===== config.mk =====
export PLATFORM = sky130hd
export DESIGN_NAME = inst_prefetch_buffer
export DESIGN_NICKNAME = d
export VERILOG_FILES = /design/src/rtl/inst_prefetch_buffer_pkg.sv /design/src/rtl/inst_prefetch_buffer_fetch_fifo.sv /design/src/rtl/inst_prefetch_buffer.sv
export SDC_FILE = /design/constraint.sdc
export NUM_CORES = 1
export LEC_CHECK = 0
export CORE_MARGIN = 2
export CORE_UTILIZATION = 45
export DETAILED_ROUTE_END_ITERATION = 6
export HOLD_SLACK_MARGIN = 0.02
export PLACE_DENSITY = 0.77
export SYNTH_ARGS = -nofsm -noshare
export SYNTH_HDL_FRONTEND = slang
export SYNTH_SLANG_ARGS = --single-unit

===== constraint.sdc =====
create_clock -name clk -period 9.2 [get_ports clk]
set_input_delay 1.84 -clock clk [delete_from_list [all_inputs] [get_ports clk]]
set_output_delay 1.84 -clock clk [all_outputs]
set_load 0.02 [all_outputs]

===== src/rtl/inst_prefetch_buffer_pkg.sv =====
// Shared types and constants for the instruction prefetch buffer.
//   NOP           : canonical RV32 no-op (addi x0, x0, 0), shown when nothing is buffered
//   PC_STEP       : byte distance between sequential instruction words
//   ENTRY_PC_W    : PC width carried inside a buffered entry
//   fetch_entry_t : one buffered fetch, {pc, instr}
package inst_prefetch_buffer_pkg;

  localparam int unsigned ENTRY_PC_W = 32;
  localparam logic [31:0] NOP        = 32'h0000_0013;
  localparam int unsigned PC_STEP    = 4;

  typedef struct packed {
    logic [ENTRY_PC_W-1:0] pc;
    logic [31:0]           instr;
  } fetch_entry_t;

endpackage


===== src/rtl/inst_prefetch_buffer_fetch_fifo.sv =====
// Synchronous FIFO of fetch entries with flush.
//   clk, rst_n : clock, synchronous active-low reset
//   push       : write push_data at the tail
//   push_data  : entry to write
//   pop        : drop the head entry (ignored when empty)
//   flush      : empty the FIFO; wins over push and pop
//   count      : number of valid entries, 0..DEPTH
//   head       : entry at the head (meaningless when count is 0)
// DEPTH must be a power of two so the pointers wrap naturally.
module inst_prefetch_buffer_fetch_fifo
  import inst_prefetch_buffer_pkg::*;
#(
  parameter int unsigned DEPTH = 4
) (
  input  logic                         clk,
  input  logic                         rst_n,
  input  logic                         push,
  input  fetch_entry_t                 push_data,
  input  logic                         pop,
  input  logic                         flush,
  output logic [$clog2(DEPTH+1)-1:0]   count,
  output fetch_entry_t                 head
);

  localparam int unsigned PTR_W = $clog2(DEPTH);
  localparam int unsigned CNT_W = $clog2(DEPTH + 1);

  fetch_entry_t     mem_q [DEPTH];
  logic [PTR_W-1:0] rd_ptr_q, wr_ptr_q;
  logic [CNT_W-1:0] count_q;
  logic             do_push, do_pop;

  // Push at full is legal when paired with a pop: the write lands in the slot
  // being vacated, whose old contents are still presented on head this cycle.
  assign do_push = push & ~flush;
  assign do_pop  = pop & ~flush & (count_q != '0);

  always_ff @(posedge clk) begin
    if (!rst_n || flush) begin
      rd_ptr_q <= '0;
      wr_ptr_q <= '0;
      count_q  <= '0;
    end else begin
      if (do_push) wr_ptr_q <= wr_ptr_q + PTR_W'(1);
      if (do_pop)  rd_ptr_q <= rd_ptr_q + PTR_W'(1);
      count_q <= count_q + CNT_W'(do_push) - CNT_W'(do_pop);
    end
  end

  // Storage needs no reset; validity is tracked by count_q.
  always_ff @(posedge clk) begin
    if (do_push) mem_q[wr_ptr_q] <= push_data;
  end

  assign count = count_q;
  assign head  = mem_q[rd_ptr_q];

endmodule


===== src/rtl/inst_prefetch_buffer.sv =====
// Instruction fetch front-end for the RV32E core.
// Issues sequential word reads to a 1-cycle-latency instruction SRAM, buffers
// returned words with their PCs, and hands them to decode with valid/ack.
// A redirect flushes buffered and in-flight fetches and restarts at the target.
//   clk, rst_n     : clock, synchronous active-low reset
//   boot_addr      : first fetch PC after reset, sampled while rst_n is low
//   imem_cen       : SRAM chip enable, active low (0 = read this cycle)
//   imem_addr      : SRAM byte address, word aligned
//   imem_rdata     : SRAM read data, valid the cycle after a read
//   instr_valid    : head instruction available
//   instr_data     : head instruction (NOP when empty)
//   instr_pc       : head PC (0 when empty)
//   instr_ack      : core consumes the head this cycle
//   redirect_valid : restart fetch at redirect_pc
//   redirect_pc    : restart target, low two bits ignored
module inst_prefetch_buffer
  import inst_prefetch_buffer_pkg::*;
#(
  parameter int unsigned DEPTH = 4,
  parameter int unsigned PC_W  = 32
) (
  input  logic            clk,
  input  logic            rst_n,
  input  logic [PC_W-1:0] boot_addr,
  output logic            imem_cen,
  output logic [PC_W-1:0] imem_addr,
  input  logic [31:0]     imem_rdata,
  output logic            instr_valid,
  output logic [31:0]     instr_data,
  output logic [PC_W-1:0] instr_pc,
  input  logic            instr_ack,
  input  logic            redirect_valid,
  input  logic [PC_W-1:0] redirect_pc
);

  localparam int unsigned CNT_W = $clog2(DEPTH + 1);
  localparam int unsigned OCC_W = CNT_W + 1;

  logic [PC_W-1:0]  fetch_pc_q, inflight_pc_q, next_addr;
  logic             inflight_q;
  logic [CNT_W-1:0] count;
  logic [OCC_W-1:0] occupancy;
  fetch_entry_t     head, push_entry;
  logic             redirect, fifo_valid, pop, push, issue;

  assign redirect   = rst_n & redirect_valid;
  assign fifo_valid = rst_n & (count != '0);
  // A redirect discards the head, so an ack in the same cycle is not a pop.
  assign pop        = instr_ack & fifo_valid & ~redirect;

  // Reserve a slot for every outstanding read so a response always fits.
  assign occupancy = {1'b0, count} + OCC_W'(inflight_q) - OCC_W'(pop);
  assign issue     = rst_n & (redirect | (occupancy < OCC_W'(DEPTH)));

  assign next_addr = redirect ? {redirect_pc[PC_W-1:2], 2'b00} : fetch_pc_q;
  assign imem_cen  = ~issue;
  assign imem_addr = rst_n ? next_addr : '0;

  always_ff @(posedge clk) begin
    if (!rst_n) begin
      fetch_pc_q    <= {boot_addr[PC_W-1:2], 2'b00};
      inflight_q    <= 1'b0;
      inflight_pc_q <= '0;
    end else begin
      inflight_q <= issue;
      if (issue) begin
        fetch_pc_q    <= next_addr + PC_W'(PC_STEP);
        inflight_pc_q <= next_addr;
      end
    end
  end

  // A response that lands during a redirect belongs to the old stream.
  assign push = rst_n & inflight_q & ~redirect;

  always_comb begin
    push_entry       = '0;
    push_entry.pc    = ENTRY_PC_W'(inflight_pc_q);
    push_entry.instr = imem_rdata;
  end

  inst_prefetch_buffer_fetch_fifo #(
    .DEPTH (DEPTH)
  ) u_fifo (
    .clk       (clk),
    .rst_n     (rst_n),
    .push      (push),
    .push_data (push_entry),
    .pop       (pop),
    .flush     (redirect),
    .count     (count),
    .head      (head)
  );

  assign instr_valid = fifo_valid;
  assign instr_data  = fifo_valid ? head.instr : NOP;
  assign instr_pc    = fifo_valid ? PC_W'(head.pc) : '0;

  logic unused_addr_bits;
  assign unused_addr_bits = ^{boot_addr[1:0], redirect_pc[1:0]};

endmodule

# After elaboration in Yosys (flattened, before gate mapping)
# Memory sizes are Yosys's and may differ from the RTL's. A register that Yosys moved wholly into a read port is not among the register bits.
# Index checks and enable logic that the tools add are counted.
op_classes:
  add_sub_neg: 7
  order_cmp: 1
  n_eq_ne: 1
  n_mux: 10
  bitwise: 13
  n_reduce_logical: 3
op_table:
  columns: ["operator", "count"]
  rows:
  - ["two-way mux 32 bit", 6]
  - ["adder 32 x 3 -> 32 bit (second input constant)", 1]
  - ["AND 1 bit", 10]
  - ["adder 2 x 1 -> 2 bit (second input constant)", 2]
  - ["adder 3 x 1 -> 4 bit", 1]
  - ["less-than comparator 4 x 3 -> 1 bit (second input constant)", 1]
  - ["two-way mux 2 bit", 2]
  - ["subtractor 4 x 1 -> 4 bit", 1]
  - ["adder 3 x 1 -> 3 bit", 1]
  - ["nonzero test 3 bit", 1]
  - ["subtractor 3 x 1 -> 3 bit", 1]
  - ["two-way mux 1 bit", 2]
  - ["inequality test 2 x 1 -> 1 bit (second input constant)", 1]
  - ["inverter 1 bit", 2]
  - ["logical NOT 1 bit", 1]
  - ["logical OR 1 bit", 1]
  - ["OR 1 bit", 1]
totals:
  ff_bits: 72
  ramBits: 256
  input_bits: 100
  output_inout_bits: 98
  elab_cells: 43
  mem_count: 1
memory_table:
  columns: ["memory", "words", "width", "rd", "rd_clocked_by_memory_dff", "wr", "line", "source"]
  rows:
  - ["u_fifo.mem_q", 4, 64, 1, 1, 1, "inst_prefetch_buffer_fetch_fifo.sv:28", "fetch_entry_t mem_q [DEPTH];"]

# Depth between registers and ports, before layout
logic_depth:
  depth_word: 10
  mapped_depth: 15
  depth_no_buf: 11

# Modules after synthesis
# A second synthesis with hierarchy kept.
hier_totals:
  hier_cells: 868
  hier_area_um2: 14116.0
by_module_without_submodules:
  columns: ["module", "n_inst", "cells_each", "area_each_um2", "seq_area_each_um2"]
  rows:
  - ["inst_prefetch_buffer_fetch_fifo", 1, 382, 9796.9, 7867.5]
  - ["inst_prefetch_buffer", 1, 486, 4319.1, 1561.5]

# Worst setup path before layout
# No wires, ideal clock.
synth_path:
  path_kind: "in2out"
  from: "in rst_n"
  to: "out imem_cen"
  arrival_time_ns: 4.367
  t_required_ns: 7.360
  setup_slack_ns: 2.993
  stages: 13
  path_buffers: 4
  path_cell_list: "buf_6 > clkbuf_1 > inv_1 > nor2_1 > clkbuf_1 > and3_1 > ha_1 > inv_1 > ha_1 > a31oi_1 > o21ai_0 > o221ai_1 > clkbuf_1"
synth_via:
  elab_chain_cells: 8
  elab_cells_between_ends: 10
  classes_between: "add/sub: 1; order compare: 1; bitwise: 8"
synth_rtl:
  columns: ["item", "line", "source"]
  rows:
  - ["from (decl)", "inst_prefetch_buffer.sv:23", "input logic rst_n,"]
  - ["AND 1 bit (on tied branches)", "inst_prefetch_buffer.sv:47, inst_prefetch_buffer.sv:46", null]
  - ["AND 1 bit / inverter 1 bit (equally long branches)", "inst_prefetch_buffer.sv:49", "assign pop = instr_ack & fifo_valid & ~redirect;"]
  - ["AND 1 bit", "inst_prefetch_buffer.sv:49", null]
  - ["subtractor 4 x 1 -> 4 bit", "inst_prefetch_buffer.sv:52", "assign occupancy = {1'b0, count} + OCC_W'(inflight_q) - OCC_W'(pop);"]
  - ["less-than comparator 4 x 3 -> 1 bit", "inst_prefetch_buffer.sv:53", "assign issue = rst_n & (redirect | (occupancy < OCC_W'(DEPTH)));"]
  - ["OR 1 bit", "inst_prefetch_buffer.sv:53", null]
  - ["AND 1 bit *", "inst_prefetch_buffer.sv:53", null]
  - ["inverter 1 bit *", "inst_prefetch_buffer.sv:56", "assign imem_cen = ~issue;"]
  - ["to (decl)", "inst_prefetch_buffer.sv:25", "output logic imem_cen,"]
# Every way passes the cells marked *; elsewhere a longest branch is shown, timed or not.

# Final worst setup path
layout_path:
  from: "in redirect_valid"
  to: "out imem_cen"
layout_via:
  elab_chain_cells: 8
layout_rtl:
  columns: ["item", "line", "source"]
  rows:
  - ["from (decl)", "inst_prefetch_buffer.sv:32", "input logic redirect_valid,"]
  - ["AND 1 bit *", "inst_prefetch_buffer.sv:46", "assign redirect = rst_n & redirect_valid;"]
  - ["inverter 1 bit", "inst_prefetch_buffer.sv:49", null]
  - ["AND 1 bit", "inst_prefetch_buffer.sv:49", null]
  - ["subtractor 4 x 1 -> 4 bit", "inst_prefetch_buffer.sv:52", null]
  - ["less-than comparator 4 x 3 -> 1 bit", "inst_prefetch_buffer.sv:53", null]
  - ["OR 1 bit *", "inst_prefetch_buffer.sv:53", null]
  - ["AND 1 bit *", "inst_prefetch_buffer.sv:53", null]
  - ["inverter 1 bit *", "inst_prefetch_buffer.sv:56", null]
# Marks and branches as above.

==> qor.csv <==
metric,value,unit
hold path depth,0,
worst skew pair latency,510,ps
fin. max-slew vios,0,
Congestion Overflow GR,0,
Avg Vias per Cell,5.61,
synth top area cells,"edfxtp_1, mux4_2, dfxtp_1",
Adder-Cell Fraction of Synth Area,1.05,%
"EDFF count, synth",286,
area share of the largest cell type after synthesis,61.9,%
synthesized instance count,834,
core region area,30500,µm²
CP Class,input pin to output pin,
number of setup buffers added after CTS,0,
Reg2Reg Depth,12,
Worst Path Arrival,5430,ps
vias in the first global route,8458,
Setup Skew,20.8,ps
most frequent cells in the layout,"edfxtp_1, clkdlybuf4s50_1, and3_1",
effective utilization at floorplan,45.5,%
routed wire length,30600,µm
RD Place Congestion,0.867,
Avg Inst Size Synth,16.6,µm²
chip width,180,µm
multiplexer share of the synthesized area,13.0,%
Critical Path Start Type,input pin,
clk sinks,328,
FMAX,137,MHz
critical path capture point type,output pin,
register area share after synthesis,68.0,%
Worst-Margin Slew,1180,ps
RSZ-0062 raised after global routing,no,
Area Overhead vs Synth,25.4,%
leakage,0.00604,µW
Setup TNS Final,0,ps
Inst Count DP,1376,
share of layout cells above drive strength 1,15.6,%
area of the die,32200,µm²
Synth Net Count,945,
vias,8108,
wire length per cell,21.2,µm
max cap viols,0,
worst min-delay path class,register to register,
Setup-failing EPs final,0,
io pins,198,
Yosys cell types,56,
CP peak stage delay,680,ps
"Hold-fix buffers, CTS",0,
Max clock buf depth,3,
Crit Path Max Fanout,32,
CTS tree,yes,
"Power, Total",3410,µW
largest family of logic cells by synthesized area,multiplexers,
VDD IR max,101,µV
mapped cell area,13900,µm²
final-report hold violation count,0,
Tmin final,7270,ps
Post-Synth Simple-Gate Area,8.30,%
Overall Global Routing Usage,18.8,%
cell taking the most area after synthesis,edfxtp_1,
Resized cells post-CTS,0,
Final ANT Viol Nets,0,
Final nets,1130,
Post-Synth XOR/XNOR Area,1.96,%
Crit path top cell by count,buf_4,
largest net degree at the start of global routing,82,
DP Area,16200,µm²
fin crit share,79.1,%
synthesized flop and latch total,328,
clock root cell,clkbuf_16,
pwr dens,196,nW/µm²
Die Y,180,µm
Post-synth top flop,edfxtp_1,
"Warnings, synthesis",0,
ANT cells,0,
H-tree depth,2,
Cell Rows,64,
Slew HR,21.3,%
IO buf count,193,
WP data required,7360,ps
crit path cell chain,clkdlybuf4s50_1 > buf_4 > nor2_1 > buf_4 > and3_1 > ha_1 > inv_1 > ha_1 > a31oi_1 > o21ai_0 > o221ai_2 > buf_4 > clkdlybuf4s50_1,
DRC viols,0,
Detailed Place HPWL,18000,µm
Synth Area in Compound Gates,5.33,%
initial antenna violation count,0,
global-route wire length before repair,47900,µm
"most common cell after layout, fill and taps aside",edfxtp_1,
Final Util,57.0,%
outcome,"complete, no violations",
slowest CP cell,clkdlybuf4s50_1,
ys async rst share,0,%
Fill cells,2350,
Post-Layout Cell Count,1444,
1st-pass router iterations,4,
total CTS buffers,37,
design area,17400,µm²
clock-pin slew on the worst setup and hold paths,60,ps
Iteration-0 DRC Markers,568,
-- per-layer routing --
metal	GRT usage (%)	vias to the layer above	wire (µm)
met5	0	-	0
met4	4.91	0	539
met3	4.62	53	2240
met2	30.5	327	14300
met1	25.7	4040	13600
li1	-	3688	-
-- state kept, by name, summed over array words and instances (netlist names), named ones only --
name	count
u_fifo.mem_q	256
fetch_pc_q	31
inflight_pc_q	31
u_fifo.count	3
u_fifo.rd_ptr_q	2
u_fifo.wr_ptr_q	2
inflight_q	1
-- synth_stat cells (7+ instances only) --
master and count:
ha_1 10, mux2i_1 32, edfxtp_1 286, dfxtp_1 42, a22o_1 28, nand2_1 21
xnor2_1 24, nor2_1 42, nand3_1 11, and3_1 70, o2bb2ai_1 28, mux4_2 64
nand4_1 10, inv_1 20, clkbuf_1 37, o21ai_0 13, buf_1 10, and2_1 10
xor2_1 7
-- logic make-up (layout without fill, tap and decap cells) --
kind of cell | after synthesis | after routing
adders and majority gates | 11 | 11
DFF | 328 | 328
AOI/OAI and AO/OA | 91 | 91
buffers and inverters | 77 | 291
muxes | 100 | 100
xor gates and xnor gates | 31 | 31
and+or+nand+nor | 196 | 196
-- path summary, 6_finish.rpt --
path                         start                   to  slack, ps
setup / recovery    redirect_valid             imem_cen       1930
hold / removal    inflight_pc_q[7]  u_fifo.mem_q[2][39]        510
setup reg to reg   u_fifo.count[2]       fetch_pc_q[31]       5340
hold reg to reg   inflight_pc_q[7]  u_fifo.mem_q[2][39]        510
-- power breakdown --
part,internal [µW],total (µW),switching [µW]
Combinational,120,254,133
Clock,895,1460,564
Sequential,1670,1700,33.3
Total,2680,3410,730
-- per-stage QoR --
| stage | setup WS [ps] | hold slack [ps] |
|---|---|---|
| 2_1_floorplan | 2990 | 461 |
| 3_3_place_gp | 1990 | 484 |
| 3_5_place_dp | 1950 | 498 |
| 4_1_cts | 1940 | 514 |
| 5_1_grt | 1660 | 529 |
| 6_report | 1930 | 511 |
-- cell type report --
type                            count  area (µm²)  share of cell area (%)
Multi-Input combinational cell    429        4160                    23.9
Clock inverter                     16         165                   0.949
Sequential cell                   328        9440                    54.2
Clock buffer                       52        1060                    6.12
Timing Repair Buffer              203        2000                    11.5
Inverter                           20        75.1                   0.431
Tap cell                          396         495                    2.85
-- worst max-delay path: cells and delay by family --
kind,cells,cell delay (ps)
buffers and inverters,6,2050
AO/OA/AOI/OAI,3,900
adder cells (fa/ha/maj),2,390
AND/OR/NAND/NOR,2,250
Power figures use the tool's default switching activity.
